## config.mk

```make
export PLATFORM = sky130hd
export DESIGN_NAME = sc_reg_bank_flat
export DESIGN_NICKNAME = d
export VERILOG_FILES = /design/src/rtl/sc_reg_bank_pkg.sv /design/src/rtl/sc_reg_bank_if.sv /design/src/rtl/sc_reg_bank_op.sv /design/src/rtl/sc_reg_bank.sv /design/src/flat_wrapper.sv
export SDC_FILE = /design/constraint.sdc
export NUM_CORES = 1
export LEC_CHECK = 0
export BUFFER_PORTS_ARGS = -buffer_cell sky130_fd_sc_hd__buf_2
export CAP_MARGIN = 5
export CORE_MARGIN = 1.5
export CORE_UTILIZATION = 45
export CTS_BUF_LIST = sky130_fd_sc_hd__clkbuf_4 sky130_fd_sc_hd__clkbuf_8 sky130_fd_sc_hd__clkbuf_16
export CTS_CLUSTER_DIAMETER = 50
export DETAILED_ROUTE_END_ITERATION = 8
export PLACE_DENSITY = 0.67
export SLEW_MARGIN = 25
export SYNTH_ARGS = -nofsm -noshare
export SYNTH_HDL_FRONTEND = slang
export SYNTH_SLANG_ARGS = --single-unit
```

## constraint.sdc

```tcl
create_clock -name SC_RegGENERAL_CLOCK_50 -period 16.5 [get_ports SC_RegGENERAL_CLOCK_50]
set_input_delay 3.3 -clock SC_RegGENERAL_CLOCK_50 [delete_from_list [all_inputs] [get_ports SC_RegGENERAL_CLOCK_50]]
set_output_delay 3.3 -clock SC_RegGENERAL_CLOCK_50 [all_outputs]
set_load 0.005 [all_outputs]
```

## src/rtl/sc_reg_bank_pkg.sv

```systemverilog
`default_nettype none
// ============================================================================
//  Module      : sc_reg_bank_pkg
//  Description : Shared types for the sc_reg_bank register file: the write
//                operation encoding used by the bus interface, the operation
//                unit and the top level.
//  Revision    : 1.0 - initial release
// ============================================================================
package sc_reg_bank_pkg;

    // Write operation applied to the addressed word.
    typedef enum logic [1:0] {
        MODE_LOAD = 2'b00,
        MODE_INC  = 2'b01,
        MODE_DEC  = 2'b10,
        MODE_SHL  = 2'b11
    } mode_t;

endpackage
`default_nettype wire

```

## src/rtl/sc_reg_bank_if.sv

```systemverilog
`default_nettype none
// ============================================================================
//  Module      : sc_reg_bank_if
//  Description : Bus bundle of the register bank: one active-low write port,
//                two read ports and the Zero/Carry flags.
//                master : the datapath driving writes and read addresses
//                slave  : the register bank itself
//  Revision    : 1.0 - initial release
// ============================================================================
interface sc_reg_bank_if
    import sc_reg_bank_pkg::*;
#(
    parameter int DATAWIDTH_BUS = 32,
    parameter int ADDRWIDTH     = 3
);

    logic                     SC_RegBANK_Write_InLow;
    logic [ADDRWIDTH-1:0]     SC_RegBANK_WriteAddr_In;
    mode_t                    SC_RegBANK_Mode_In;
    logic [DATAWIDTH_BUS-1:0] SC_RegBANK_DataBUS_In;
    logic [ADDRWIDTH-1:0]     SC_RegBANK_ReadAddrA_In;
    logic [ADDRWIDTH-1:0]     SC_RegBANK_ReadAddrB_In;
    logic [DATAWIDTH_BUS-1:0] SC_RegBANK_DataA_Out;
    logic [DATAWIDTH_BUS-1:0] SC_RegBANK_DataB_Out;
    logic                     SC_RegBANK_Zero_Out;
    logic                     SC_RegBANK_Carry_Out;

    modport master (
        output SC_RegBANK_Write_InLow,
        output SC_RegBANK_WriteAddr_In,
        output SC_RegBANK_Mode_In,
        output SC_RegBANK_DataBUS_In,
        output SC_RegBANK_ReadAddrA_In,
        output SC_RegBANK_ReadAddrB_In,
        input  SC_RegBANK_DataA_Out,
        input  SC_RegBANK_DataB_Out,
        input  SC_RegBANK_Zero_Out,
        input  SC_RegBANK_Carry_Out
    );

    modport slave (
        input  SC_RegBANK_Write_InLow,
        input  SC_RegBANK_WriteAddr_In,
        input  SC_RegBANK_Mode_In,
        input  SC_RegBANK_DataBUS_In,
        input  SC_RegBANK_ReadAddrA_In,
        input  SC_RegBANK_ReadAddrB_In,
        output SC_RegBANK_DataA_Out,
        output SC_RegBANK_DataB_Out,
        output SC_RegBANK_Zero_Out,
        output SC_RegBANK_Carry_Out
    );

endinterface
`default_nettype wire

```

## src/rtl/sc_reg_bank_op.sv

```systemverilog
`default_nettype none
// ============================================================================
//  Module      : sc_reg_bank_op
//  Description : Combinational write operation unit. Computes the next value
//                of a word from its stored value, the operation and the load
//                data, plus the carry and zero flags of the result.
//  Ports       : SC_RegOP_Cur_In    current stored word
//                SC_RegOP_Mode_In   LOAD / INC / DEC / SHL
//                SC_RegOP_Data_In   load data (LOAD only)
//                SC_RegOP_Next_Out  next value
//                SC_RegOP_Carry_Out carry / borrow / shifted-out bit
//                SC_RegOP_Zero_Out  next value equals zero
//  Revision    : 1.0 - initial release
// ============================================================================
module sc_reg_bank_op
    import sc_reg_bank_pkg::*;
#(
    parameter int DATAWIDTH_BUS = 32
) (
    input  wire logic [DATAWIDTH_BUS-1:0] SC_RegOP_Cur_In,
    input  wire mode_t                    SC_RegOP_Mode_In,
    input  wire logic [DATAWIDTH_BUS-1:0] SC_RegOP_Data_In,
    output logic      [DATAWIDTH_BUS-1:0] SC_RegOP_Next_Out,
    output logic                          SC_RegOP_Carry_Out,
    output logic                          SC_RegOP_Zero_Out
);

    localparam logic [DATAWIDTH_BUS:0] c_ONE = {{DATAWIDTH_BUS{1'b0}}, 1'b1};

    logic [DATAWIDTH_BUS:0] w_wide;

    // The extra top bit of the widened result is the carry for INC and the
    // borrow for DEC (it is set only when cur-1 wraps from zero).
    always_comb begin
        w_wide = {1'b0, SC_RegOP_Cur_In};
        case (SC_RegOP_Mode_In)
            MODE_LOAD: w_wide = {1'b0, SC_RegOP_Data_In};
            MODE_INC:  w_wide = {1'b0, SC_RegOP_Cur_In} + c_ONE;
            MODE_DEC:  w_wide = {1'b0, SC_RegOP_Cur_In} - c_ONE;
            MODE_SHL:  w_wide = {SC_RegOP_Cur_In, 1'b0};
            default:   w_wide = {1'b0, SC_RegOP_Cur_In};
        endcase
    end

    assign SC_RegOP_Next_Out  = w_wide[DATAWIDTH_BUS-1:0];
    assign SC_RegOP_Carry_Out = w_wide[DATAWIDTH_BUS];
    assign SC_RegOP_Zero_Out  = (w_wide[DATAWIDTH_BUS-1:0] == '0);

endmodule
`default_nettype wire

```

## src/rtl/sc_reg_bank.sv

```systemverilog
`default_nettype none
// ============================================================================
//  Module      : sc_reg_bank
//  Description : CPU register file. NUM_REGS words of DATAWIDTH_BUS bits with
//                one active-low write port applying LOAD/INC/DEC/SHL to the
//                addressed word, registered Zero/Carry flags and two
//                combinational read ports with optional write bypass.
//  Ports       : SC_RegGENERAL_CLOCK_50     clock, rising edge
//                SC_RegGENERAL_RESET_InHigh asynchronous active-high reset
//                bus (slave)                write strobe/address/mode/data,
//                                           read addresses A/B, read data A/B,
//                                           Zero and Carry flags
//  Revision    : 1.0 - initial release
// ============================================================================
module sc_reg_bank
    import sc_reg_bank_pkg::*;
#(
    parameter int DATAWIDTH_BUS = 32,
    parameter int NUM_REGS      = 8,
    parameter int ADDRWIDTH     = 3,
    parameter bit R0_ZERO       = 1'b1,
    parameter bit BYPASS        = 1'b1
) (
    input wire logic     SC_RegGENERAL_CLOCK_50,
    input wire logic     SC_RegGENERAL_RESET_InHigh,
    sc_reg_bank_if.slave bus
);

    // Array is sized to the full address space so any address indexes it
    // directly; slots without a physical register read as constant zero.
    localparam int c_DEPTH = 2 ** ADDRWIDTH;

    logic [DATAWIDTH_BUS-1:0] w_regWord [c_DEPTH];
    logic [DATAWIDTH_BUS-1:0] w_curWord;
    logic [DATAWIDTH_BUS-1:0] w_nextValue;
    logic                     w_nextCarry;
    logic                     w_nextZero;
    logic                     w_writeAccept;
    logic                     r_zero;
    logic                     r_carry;
    logic [DATAWIDTH_BUS-1:0] w_dataA;
    logic [DATAWIDTH_BUS-1:0] w_dataB;

    // An address maps to a writable, readable register.
    function automatic logic isLiveAddr(input logic [ADDRWIDTH-1:0] addr);
        return (int'(addr) < NUM_REGS) && !(R0_ZERO && (addr == '0));
    endfunction

    // Reset is folded in so that a reset arriving mid-cycle also kills the
    // bypass path and every output reads zero before the next edge.
    assign w_writeAccept = !SC_RegGENERAL_RESET_InHigh
                        && !bus.SC_RegBANK_Write_InLow
                        && isLiveAddr(bus.SC_RegBANK_WriteAddr_In);

    assign w_curWord = w_regWord[bus.SC_RegBANK_WriteAddr_In];

    sc_reg_bank_op #(
        .DATAWIDTH_BUS (DATAWIDTH_BUS)
    ) u_op (
        .SC_RegOP_Cur_In    (w_curWord),
        .SC_RegOP_Mode_In   (bus.SC_RegBANK_Mode_In),
        .SC_RegOP_Data_In   (bus.SC_RegBANK_DataBUS_In),
        .SC_RegOP_Next_Out  (w_nextValue),
        .SC_RegOP_Carry_Out (w_nextCarry),
        .SC_RegOP_Zero_Out  (w_nextZero)
    );

    genvar g;
    generate
        for (g = 0; g < c_DEPTH; g++) begin : g_word
            if ((g < NUM_REGS) && !(R0_ZERO && (g == 0))) begin : g_reg
                logic [DATAWIDTH_BUS-1:0] r_word;

                always_ff @(posedge SC_RegGENERAL_CLOCK_50 or posedge SC_RegGENERAL_RESET_InHigh) begin
                    if (SC_RegGENERAL_RESET_InHigh) begin
                        r_word <= '0;
                    end else if (w_writeAccept && (bus.SC_RegBANK_WriteAddr_In == ADDRWIDTH'(g))) begin
                        r_word <= w_nextValue;
                    end
                end

                assign w_regWord[g] = r_word;
            end else begin : g_zero
                assign w_regWord[g] = '0;
            end
        end
    endgenerate

    always_ff @(posedge SC_RegGENERAL_CLOCK_50 or posedge SC_RegGENERAL_RESET_InHigh) begin
        if (SC_RegGENERAL_RESET_InHigh) begin
            r_zero  <= 1'b0;
            r_carry <= 1'b0;
        end else if (w_writeAccept) begin
            r_zero  <= w_nextZero;
            r_carry <= w_nextCarry;
        end
    end

    always_comb begin
        w_dataA = '0;
        if (isLiveAddr(bus.SC_RegBANK_ReadAddrA_In)) begin
            if (BYPASS && w_writeAccept && (bus.SC_RegBANK_ReadAddrA_In == bus.SC_RegBANK_WriteAddr_In)) begin
                w_dataA = w_nextValue;
            end else begin
                w_dataA = w_regWord[bus.SC_RegBANK_ReadAddrA_In];
            end
        end
    end

    always_comb begin
        w_dataB = '0;
        if (isLiveAddr(bus.SC_RegBANK_ReadAddrB_In)) begin
            if (BYPASS && w_writeAccept && (bus.SC_RegBANK_ReadAddrB_In == bus.SC_RegBANK_WriteAddr_In)) begin
                w_dataB = w_nextValue;
            end else begin
                w_dataB = w_regWord[bus.SC_RegBANK_ReadAddrB_In];
            end
        end
    end

    assign bus.SC_RegBANK_DataA_Out  = w_dataA;
    assign bus.SC_RegBANK_DataB_Out  = w_dataB;
    assign bus.SC_RegBANK_Zero_Out   = r_zero;
    assign bus.SC_RegBANK_Carry_Out  = r_carry;

endmodule
`default_nettype wire
```

## src/flat_wrapper.sv

```systemverilog
// flat-port wrapper written by rule: the top's interface ports become plain ports
module sc_reg_bank_flat import sc_reg_bank_pkg::*;
#(
    parameter int DATAWIDTH_BUS = 32,
    parameter int NUM_REGS      = 8,
    parameter int ADDRWIDTH     = 3,
    parameter bit R0_ZERO       = 1'b1,
    parameter bit BYPASS        = 1'b1
)
  (SC_RegGENERAL_CLOCK_50, SC_RegGENERAL_RESET_InHigh, bus_SC_RegBANK_Write_InLow, bus_SC_RegBANK_WriteAddr_In, bus_SC_RegBANK_Mode_In, bus_SC_RegBANK_DataBUS_In, bus_SC_RegBANK_ReadAddrA_In, bus_SC_RegBANK_ReadAddrB_In, bus_SC_RegBANK_DataA_Out, bus_SC_RegBANK_DataB_Out, bus_SC_RegBANK_Zero_Out, bus_SC_RegBANK_Carry_Out);
  sc_reg_bank_if #(.DATAWIDTH_BUS(DATAWIDTH_BUS), .ADDRWIDTH(ADDRWIDTH)) bus_i ();
  input wire logic SC_RegGENERAL_CLOCK_50;
  input wire logic SC_RegGENERAL_RESET_InHigh;
  input wire logic [$bits(bus_i.SC_RegBANK_Write_InLow)-1:0] bus_SC_RegBANK_Write_InLow;
  input wire logic [$bits(bus_i.SC_RegBANK_WriteAddr_In)-1:0] bus_SC_RegBANK_WriteAddr_In;
  input wire logic [$bits(bus_i.SC_RegBANK_Mode_In)-1:0] bus_SC_RegBANK_Mode_In;
  input wire logic [$bits(bus_i.SC_RegBANK_DataBUS_In)-1:0] bus_SC_RegBANK_DataBUS_In;
  input wire logic [$bits(bus_i.SC_RegBANK_ReadAddrA_In)-1:0] bus_SC_RegBANK_ReadAddrA_In;
  input wire logic [$bits(bus_i.SC_RegBANK_ReadAddrB_In)-1:0] bus_SC_RegBANK_ReadAddrB_In;
  output wire logic [$bits(bus_i.SC_RegBANK_DataA_Out)-1:0] bus_SC_RegBANK_DataA_Out;
  output wire logic [$bits(bus_i.SC_RegBANK_DataB_Out)-1:0] bus_SC_RegBANK_DataB_Out;
  output wire logic [$bits(bus_i.SC_RegBANK_Zero_Out)-1:0] bus_SC_RegBANK_Zero_Out;
  output wire logic [$bits(bus_i.SC_RegBANK_Carry_Out)-1:0] bus_SC_RegBANK_Carry_Out;
  assign bus_i.SC_RegBANK_Write_InLow = bus_SC_RegBANK_Write_InLow;
  assign bus_i.SC_RegBANK_WriteAddr_In = bus_SC_RegBANK_WriteAddr_In;
  assign bus_i.SC_RegBANK_Mode_In = bus_SC_RegBANK_Mode_In;
  assign bus_i.SC_RegBANK_DataBUS_In = bus_SC_RegBANK_DataBUS_In;
  assign bus_i.SC_RegBANK_ReadAddrA_In = bus_SC_RegBANK_ReadAddrA_In;
  assign bus_i.SC_RegBANK_ReadAddrB_In = bus_SC_RegBANK_ReadAddrB_In;
  assign bus_SC_RegBANK_DataA_Out = bus_i.SC_RegBANK_DataA_Out;
  assign bus_SC_RegBANK_DataB_Out = bus_i.SC_RegBANK_DataB_Out;
  assign bus_SC_RegBANK_Zero_Out = bus_i.SC_RegBANK_Zero_Out;
  assign bus_SC_RegBANK_Carry_Out = bus_i.SC_RegBANK_Carry_Out;
  sc_reg_bank #(.DATAWIDTH_BUS(DATAWIDTH_BUS), .NUM_REGS(NUM_REGS), .ADDRWIDTH(ADDRWIDTH), .R0_ZERO(R0_ZERO), .BYPASS(BYPASS)) u_core (.SC_RegGENERAL_CLOCK_50(SC_RegGENERAL_CLOCK_50), .SC_RegGENERAL_RESET_InHigh(SC_RegGENERAL_RESET_InHigh), .bus(bus_i));
endmodule
```

==> results.md, run 1 <==
- CTS Sinks: 226
- Initial antenna violation count: 1
- Vias in the first global route: 15,000
- Max_slew headroom: 27.4%
- #FFs+latches synth: 226
- Clk slew on worst S/H paths: 0.06 ns
- Ys flop type: dfrtp_1
- Post-synth EDFFs: 0
- DRT antenna net count: 0
- Total negative slack: 0 ns
- Slew Viols, Final: 0
- HPWL after DPL: 36,700 um
- Routed wire length per instance: 26.0 um
- Maximum vdd drop: 94.0 uV
- Die area: 0.0373 mm^2
- Vias/cell: 6.76
- GR Util All Layers: 30.9%
- Num CTS Buffers: 31
- Commonest non-fill, non-tap cell in the layout: o21ai_0
- Mapped Area: 0.0163 mm^2
- Leakage: 7.82 nW
- Hold_buf cts: 0
- Unrepaired setup endpoints after global routing: false
- GPL Wtd Cong: 0.982
- Fmax: 81.6 MHz
- CTS tree: done
- Core Region: 0.0356 mm^2
- Cell Pwr Density: 128 mW/mm^2
- Resized Gates After CTS: 0
- Design Area, Final: 0.0183 mm^2
- Die height: 193 um
- Largest net degree at the start of global routing: 94
- Number of cells produced by synthesis: 1,729
- Drt drc: 0
- Final Util: 51.5%
- Critical path required time: 13.20 ns
- Post-synth ARST share: 100%
- DRT Pass-1 Iters: 6
- Top area cells in the synthesized netlist: dfrtp_1, mux4_2, o21ai_0
- R2R depth: 14
- Syn_area_per_cell: 9.42 um^2
- Rows: 69
- # setup viols final: 0
- Leading cell types in the layout, fill and taps excluded: o21ai_0, nand2_1, dfrtp_1
- First-pass GRT wire length: 90,600 um
- Fin cells: 2,244
- YS warnings: 0
- I/O pins: 112
- H-Tree Depth: 1
- Area leader, netlist: dfrtp_1
- Final Cycle Share: 74.3%
- Hold path depth: 2
- Layout Nets: 1,839
- Crit start category: input pin
- Share of layout cells above drive strength 1: 24.4%
- Post-synthesis sequential area ratio: 34.7%
- Outcome: finished clean
- CP arrival: 8.96 ns
- Final Hold Vio Count: 0
- CTS max path bufs: 3
- Grt ovf: 0
- Port bufs: 111
- Initial Utilization: 45.8%
- Worst Tran Pin Value: 1.09 ns
- Cell variety after synth: 64
- Drt total wl: 58,400 um
- Setup bufs post-CTS: 0
- Worst Skew: 0.0102 ns
- Placed cell area: 0.0172 mm^2
- Area share of the largest cell type after synthesis: 34.7%
- Critical path class: input pin to primary output
- Cell count after placement: 2,186
- Clock latency on the worst-skew pair: 0.57 ns
- Die Width: 193 um
- Critical path capture point type: primary output
- CP max FO: 64
- Initial DRC count: 1,744
- Total number of vias: 15,200
- Syn nets: 1,810
- Worst hold path type: register to register
- Max-capacitance violation count: 0
- Layout area overhead: 12.6%
- Final Critical Period: 12.26 ns
- # fillers: 3,293
- Clk root buf: clkbuf_16
-- registers in the layout, summed over array words and instances, names as in the netlist --
signal and flops:
u_core.bus.SC_RegBANK_Carry_Out 1, u_core.g_word.g_reg.r_word 224, u_core.bus.SC_RegBANK_Zero_Out 1
-- logic make-up (layout without fill, tap and decap cells) --
logic type / Yosys count / count (layout) / synth area share (%)
compound gates: 620 / 620 / 24.7
simple gates: 421 / 421 / 11.1
flops: 226 / 226 / 34.7
mux: 216 / 216 / 20.9
buf+inv: 185 / 238 / 4.40
fa+ha+maj: 35 / 35 / 2.74
xor+xnor: 26 / 26 / 1.40
other cells: 0 / 1 / 0
-- path summary, 6_finish.rpt --
kind	startpoint	endpoint	slack, ns
worst min-delay path	u_core.g_word[6].g_reg.r_word[14]$_DFFE_PP0P_	u_core.g_word[6].g_reg.r_word[14]$_DFFE_PP0P_	0.52
max in group asynchronous	SC_RegGENERAL_RESET_InHigh	u_core.g_word[1].g_reg.r_word[22]$_DFFE_PP0P_	12.37
worst min register to register	u_core.g_word[6].g_reg.r_word[14]$_DFFE_PP0P_	u_core.g_word[6].g_reg.r_word[14]$_DFFE_PP0P_	0.52
min in group asynchronous	SC_RegGENERAL_RESET_InHigh	u_core.g_word[6].g_reg.r_word[1]$_DFFE_PP0P_	2.86
worst max register to register	u_core.g_word[2].g_reg.r_word[0]$_DFFE_PP0P_	u_core.bus.SC_RegBANK_Zero_Out$_DFFE_PP0P_	11.46
worst max-delay path	bus_SC_RegBANK_WriteAddr_In[2]	bus_SC_RegBANK_DataA_Out[30]	4.24
-- final cells by class --
| cell class | instances | area, um^2 | area share, % |
|---|---|---|---|
| diodes | 1 | 2.50 | 0.0137 |
| clock buffers | 36 | 838 | 4.57 |
| clock inverters | 21 | 303 | 1.65 |
| inverters | 25 | 101 | 0.553 |
| multi-input cells | 1318 | 9940 | 54.2 |
| flip-flops and latches | 226 | 5660 | 30.9 |
| well taps | 461 | 577 | 3.15 |
| repair buffers | 156 | 910 | 4.96 |
-- per-stage QoR --
step | worst slack [ns] | power [mW] | hold WS (ns)
4_1_cts | 4.45 | 2.34 | 0.519
6_report | 4.24 | 2.35 | 0.519
2_1_floorplan | 5.75 | 1.34 | 0.476
3_5_place_dp | 4.49 | 1.60 | 0.506
3_3_place_gp | 4.47 | 1.57 | 0.489
5_1_grt | 4.03 | 2.48 | 0.551
-- layer usage --
layer / global-route usage [%] / part of all wire (%)
met1: 44.1 / 42
met3: 7.08 / 11
met2: 46.3 / 44
met4: 10.2 / 3.2
met5: 0 / 0
-- synthesized netlist by cell type (7+ instances only) --
cell type	instances
dfrtp_1	226
o211ai_1	56
a21oi_1	50
nand2_1	293
a22oi_1	28
clkbuf_1	131
buf_1	15
mux2_2	102
and3_1	14
mux2i_1	24
nor2b_1	8
xnor2_1	17
ha_1	34
nand2b_1	7
a221oi_1	23
nor3_1	9
buf_2	12
a222oi_1	8
o21ai_0	324
nor2_1	38
nand4_1	17
xor2_1	9
mux4_2	89
a221o_1	63
inv_1	25
nand3_1	11
-- critical path, cell delays in order --
cell	delay [ns]
buf_2	0.08
buf_4	0.61
nor2b_1	0.56
buf_4	0.31
a22o_1	0.30
nor2_1	0.13
fa_1	0.50
a211oi_2	0.33
o21bai_1	0.24
a221o_1	0.42
a21o_1	0.26
a21boi_2	0.36
o21ai_0	0.21
a221o_1	0.39
mux2i_1	0.16
o311a_1	0.44
o21ai_0	0.16
buf_2	0.16
-- power by group --
part           total [mW]  switching, mW  internal (mW)
clock               0.741          0.280          0.461
combinational       0.774          0.421          0.353
sequential          0.838          0.143          0.695
total                2.35          0.844           1.51
No activity file was read; power rests on OpenSTA's default activity.
==> run 2: changes to the inputs <==
--- a/config.mk
+++ b/config.mk
@@ -12,7 +12,7 @@
 export CTS_BUF_LIST = sky130_fd_sc_hd__clkbuf_4 sky130_fd_sc_hd__clkbuf_8 sky130_fd_sc_hd__clkbuf_16
 export CTS_CLUSTER_DIAMETER = 50
 export DETAILED_ROUTE_END_ITERATION = 8
-export PLACE_DENSITY = 0.67
+export PLACE_DENSITY = 0.7
 export SLEW_MARGIN = 25
 export SYNTH_ARGS = -nofsm -noshare
 export SYNTH_HDL_FRONTEND = slang
==> constraint.sdc (replaced) <==
create_clock -name SC_RegGENERAL_CLOCK_50 -period 9.9 [get_ports SC_RegGENERAL_CLOCK_50]
set_input_delay 1.98 -clock SC_RegGENERAL_CLOCK_50 [delete_from_list [all_inputs] [get_ports SC_RegGENERAL_CLOCK_50]]
set_output_delay 1.98 -clock SC_RegGENERAL_CLOCK_50 [all_outputs]
set_load 0.005 [all_outputs]
==> results.md, run 2 (synthesis gave the netlist of run 1 again) <==
- Outcome: finished clean
- Die Width: 193 um
- Slew Viols, Final: 0
- GR Util All Layers: 30.3%
- Cell Pwr Density: 210 mW/mm^2
- Rows: 69
- Worst hold path type: register to register
- Worst Tran Pin Value: 1.11 ns
- DRT antenna net count: 0
- Number of flip-flops in the largest register: 224
- Vias/cell: 6.73
- Commonest non-fill, non-tap cell in the layout: o21ai_0
- Leakage: 7.83 nW
- CTS Sinks: 226
- Critical path required time: 7.92 ns
- Clk root buf: clkbuf_16
- Setup bufs post-CTS: 0
- Design Area, Final: 0.0183 mm^2
- Resized Gates After CTS: 0
- Worst Skew: 0.0147 ns
- Placed cell area: 0.0172 mm^2
- Initial Utilization: 45.8%
- Initial antenna violation count: 0
- Core Region: 0.0356 mm^2
- CTS tree: done
- Leading cell types in the layout, fill and taps excluded: o21ai_0, nand2_1, dfrtp_1
- Clock latency on the worst-skew pair: 0.60 ns
- Critical path class: input pin to primary output
- Drt total wl: 57,500 um
- # setup viols final: 0
- Maximum vdd drop: 153 uV
- Critical path capture point type: primary output
- Vias in the first global route: 15,000
- Routed wire length per instance: 25.5 um
- Final Cycle Share: 91.7%
- GPL Wtd Cong: 0.976
- Hold slack: 0.524 ns
- Share of layout cells above drive strength 1: 24.7%
- I/O pins: 112
- DRT Pass-1 Iters: 6
- Layout area overhead: 12.4%
- Drt drc: 0
- Total power: 3.84 mW
- HPWL after DPL: 37,600 um
- Max-capacitance violation count: 0
- Fin cells: 2,251
- N_diodes: 0
- CTS max path bufs: 3
- Crit start category: input pin
- CP arrival: 7.10 ns
- Hold_buf cts: 0
- CP max FO: 28
- Cell count after placement: 2,194
- Final Critical Period: 9.08 ns
- H-Tree Depth: 1
- Initial DRC count: 1,789
- Unrepaired setup endpoints after global routing: false
- Total number of vias: 15,200
- First-pass GRT wire length: 88,700 um
- Die area: 0.0373 mm^2
- Largest Register: u_core.g_word.g_reg.r_word
- Clk slew on worst S/H paths: 0.06 ns
- Fmax: 110 MHz
- Num CTS Buffers: 31
- Die height: 193 um
- Final Hold Vio Count: 0
- Port bufs: 111
- Max_slew headroom: 25.5%
- Total negative slack: 0 ns
- Grt ovf: 0
- Layout Nets: 1,847
- Largest net degree at the start of global routing: 91
-- run 2: power breakdown --
| group | total (mW) | internal, mW | switching (mW) |
|---|---|---|---|
| Sequential | 1.40 | 1.16 | 0.242 |
| Clock | 1.17 | 0.694 | 0.474 |
| Combinational | 1.27 | 0.589 | 0.681 |
-- run 2: worst max-delay path: stages --
cell,delay [ns]
buf_4,0.29
buf_4,0.46
mux2_2,0.38
a221oi_1,0.34
nor2_1,0.09
ha_1,0.37
o21ai_0,0.23
o21bai_1,0.16
a221o_1,0.40
a21o_1,0.25
a21boi_2,0.38
o31ai_1,0.19
a221o_1,0.35
xor2_1,0.16
a221oi_2,0.66
o21ai_0,0.22
buf_2,0.17
-- run 2: area by class of cell --
class / instances / area, um^2
clock buffers: 38 / 847
clock inverters: 19 / 219
fillers: 3252 / 17300
inverters: 25 / 101
multi-input cells: 1318 / 9940
flip-flops and latches: 226 / 5660
well taps: 461 / 577
repair buffers: 164 / 961
-- run 2: path summary, 6_finish.rpt --
kind / from / end / slack [ns] / depth (start not counted)
min in group asynchronous: SC_RegGENERAL_RESET_InHigh / u_core.g_word[5].g_reg.r_word[1]$_DFFE_PP0P_ / 1.51 / 2
hold / removal: u_core.g_word[6].g_reg.r_word[31]$_DFFE_PP0P_ / u_core.g_word[6].g_reg.r_word[31]$_DFFE_PP0P_ / 0.52 / 2
max in group asynchronous: SC_RegGENERAL_RESET_InHigh / u_core.g_word[3].g_reg.r_word[17]$_DFFE_PP0P_ / 6.96 / 3
setup reg to reg: u_core.g_word[2].g_reg.r_word[0]$_DFFE_PP0P_ / u_core.bus.SC_RegBANK_Zero_Out$_DFFE_PP0P_ / 4.56 / 15
hold reg to reg: u_core.g_word[6].g_reg.r_word[31]$_DFFE_PP0P_ / u_core.g_word[6].g_reg.r_word[31]$_DFFE_PP0P_ / 0.52 / 2
setup / recovery: bus_SC_RegBANK_WriteAddr_In[0] / bus_SC_RegBANK_DataA_Out[28] / 0.82 / 17
-- run 2: stage by stage --
| stage | setup WS (ns) | utilization (%) |
|---|---|---|
| global route | 0.555 | 51.4 |
| CTS | 0.940 | 51.4 |
| floorplan | 1.73 | - |
| detailed placement | 0.983 | 48.4 |
| global placement | 1.02 | 48.4 |
| finish | 0.817 | 51.4 |
-- run 2: routing by layer --
layer  wire length (um)  vias up  global-route usage, %
met5                  0        -                      0
met4               2540        0                   13.1
met3               5830      182                   7.53
met2              25700      845                   46.1
met1              23400     7476                   41.1
li1                   -     6649                      -
==> run 3: changes to the inputs <==
--- a/config.mk
+++ b/config.mk
@@ -12,8 +12,9 @@
 export CTS_BUF_LIST = sky130_fd_sc_hd__clkbuf_4 sky130_fd_sc_hd__clkbuf_8 sky130_fd_sc_hd__clkbuf_16
 export CTS_CLUSTER_DIAMETER = 50
 export DETAILED_ROUTE_END_ITERATION = 8
-export PLACE_DENSITY = 0.7
+export PLACE_DENSITY = 0.69
 export SLEW_MARGIN = 25
 export SYNTH_ARGS = -nofsm -noshare
 export SYNTH_HDL_FRONTEND = slang
+export SYNTH_HIERARCHICAL = 1
 export SYNTH_SLANG_ARGS = --single-unit
==> results.md, run 3 <==
- Resized Gates After CTS: 0
- Count leader, synth: mux2_2
- Mapped Area: 0.0178 mm^2
- Fin cells: 2,385
- Design Area, Final: 0.0197 mm^2
- First-pass GRT wire length: 94,200 um
- Die height: 202 um
- Slew Viols, Final: 0
- Layout Nets: 1,897
- Initial Utilization: 45.7%
- DRT Pass-1 Iters: 6
- Maximum vdd drop: 139 uV
- Metal2 WL: 27,100 um
- CTS tree: done
- Clock latency on the worst-skew pair: 0.57 ns
- Layout area overhead: 10.7%
- Top area cells in the synthesized netlist: dfrtp_1, mux2_2, mux4_2
- Unrepaired setup endpoints after global routing: false
- Crit start category: input pin
- Rows: 72
- Vias in the first global route: 15,700
- Post-synthesis sequential area ratio: 31.8%
- Worst hold path type: register to register
- Critical path class: input pin to primary output
- Largest net degree at the start of global routing: 108
- Cell count after placement: 2,333
- Number of flip-flops in the largest register: 224
- Outcome: finished clean
- Critical path required time: 7.92 ns
- Area share of the largest cell type after synthesis: 31.8%
- Drt drc: 0
- Number of cells produced by synthesis: 1,841
- H-Tree Depth: 1
- # setup viols final: 0
- #FFs+latches synth: 226
- DRT antenna net count: 0
- Post-synth EDFFs: 0
- Core Region: 0.0388 mm^2
- Commonest non-fill, non-tap cell in the layout: mux2_2
- Area leader, netlist: dfrtp_1
- Highest Signal Layer: met4
- Worst setup margin: 1.05 ns
- CP max FO: 25
- GR Util All Layers: 29.3%
- Post-synth top cells: mux2_2, dfrtp_1, nand2_1
- Cell variety after synth: 84
- CTS max path bufs: 3
- Final Cycle Share: 89.3%
- Die area: 0.0407 mm^2
- Leading cell types in the layout, fill and taps excluded: mux2_2, dfrtp_1, nand2_1
- Num CTS Buffers: 28
- Final Util: 50.6%
- Setup bufs post-CTS: 0
- Final Critical Period: 8.85 ns
- Cell Pwr Density: 213 mW/mm^2
- Total power: 4.18 mW
- I/O pins: 112
- CTS Sinks: 226
- Max_slew headroom: 23.2%
- CP arrival: 6.87 ns
- Pre-CTS WS: 1.15 ns
- Drt total wl: 60,800 um
- Hold_buf cts: 0
- Post-synth ARST share: 100%
- Clk root buf: clkbuf_16
- N_diodes: 0
- Syn nets: 1,893
- HPWL after DPL: 38,600 um
- Ys flop type: dfrtp_1
- Worst Skew: 0.0297 ns
- YS warnings: 6
- Total negative slack: 0 ns
- Syn_area_per_cell: 9.65 um^2
- Worst Tran Pin Value: 1.15 ns
- Largest Register: u_core/g_word.g_reg.r_word
- Critical path capture point type: primary output
- Initial DRC count: 1,812
- Max-capacitance violation count: 0
- Fmax: 113 MHz
- Vias/cell: 6.80
- Final Hold Vio Count: 0
- Share of layout cells above drive strength 1: 35.0%
- Grt ovf: 0
- Die Width: 202 um
- Total number of vias: 16,200
- Placed cell area: 0.0186 mm^2
- Hold slack: 0.484 ns
- Initial antenna violation count: 0
- Met1 wire length: 24,500 um
- DR WL met3: 7100 um
- Port bufs: 111
- Clk slew on worst S/H paths: 0.05 ns
- GPL Wtd Cong: 0.906
- Routed wire length per instance: 25.5 um
- Leakage: 8.29 nW
[run 3: layout make-up]
cell class                 count  area [um^2]
clock inverter                12          146
multi-input combinational   1374        11100
inverter                      37          146
timing repair buffer         178         1120
tap                          518          648
clock buffer                  40          852
sequential                   226         5660
fill                        3430        19200
[run 3: worst paths after layout]
kind	endpoint	cells past startpoint	slack, ns	from
min	u_core/bus.SC_RegBANK_Carry_Out$_DFFE_PP0P_	2	0.48	u_core/bus.SC_RegBANK_Carry_Out$_DFFE_PP0P_
max in group asynchronous	u_core/g_word[5].g_reg.r_word[3]$_DFFE_PP0P_	3	6.79	SC_RegGENERAL_RESET_InHigh
max reg2reg	u_core/bus.SC_RegBANK_Zero_Out$_DFFE_PP0P_	14	4.85	u_core/g_word[7].g_reg.r_word[6]$_DFFE_PP0P_
min reg2reg	u_core/bus.SC_RegBANK_Carry_Out$_DFFE_PP0P_	2	0.48	u_core/bus.SC_RegBANK_Carry_Out$_DFFE_PP0P_
max	bus_SC_RegBANK_DataA_Out[17]	12	1.05	bus_SC_RegBANK_WriteAddr_In[1]
min in group asynchronous	u_core/g_word[5].g_reg.r_word[15]$_DFFE_PP0P_	2	1.60	SC_RegGENERAL_RESET_InHigh
[run 3: routing by layer]
layer / vias to the layer above / GRT usage, %
li1: 6944 / -
met3: 173 / 4.81
met4: 0 / 11.5
met1: 7988 / 41.7
met2: 1105 / 44.6
met5: - / 0
[run 3: cell families after synthesis]
family,after synthesis,synth area share (%)
compound gates,488,17.8
simple gates,421,11.4
mux,408,29.9
buf+inv,241,6.16
flops,226,31.8
xor+xnor,51,2.52
fa+ha+maj,6,0.423
[run 3: where the power goes]
part           internal (mW)  total, mW  switching (mW)
registers               1.21       1.49           0.286
clock network          0.656       1.09           0.429
logic                  0.795       1.61           0.811
[run 3: worst max-delay path: stages]
cell,delay (ns)
buf_4,0.37
nor2b_4,0.74
a221oi_1,0.21
a21oi_1,0.85
nor3b_1,0.22
a22o_1,0.32
o2111ai_1,0.15
a211oi_1,0.12
nor4b_1,0.97
inv_1,0.39
mux2_2,0.39
buf_2,0.13
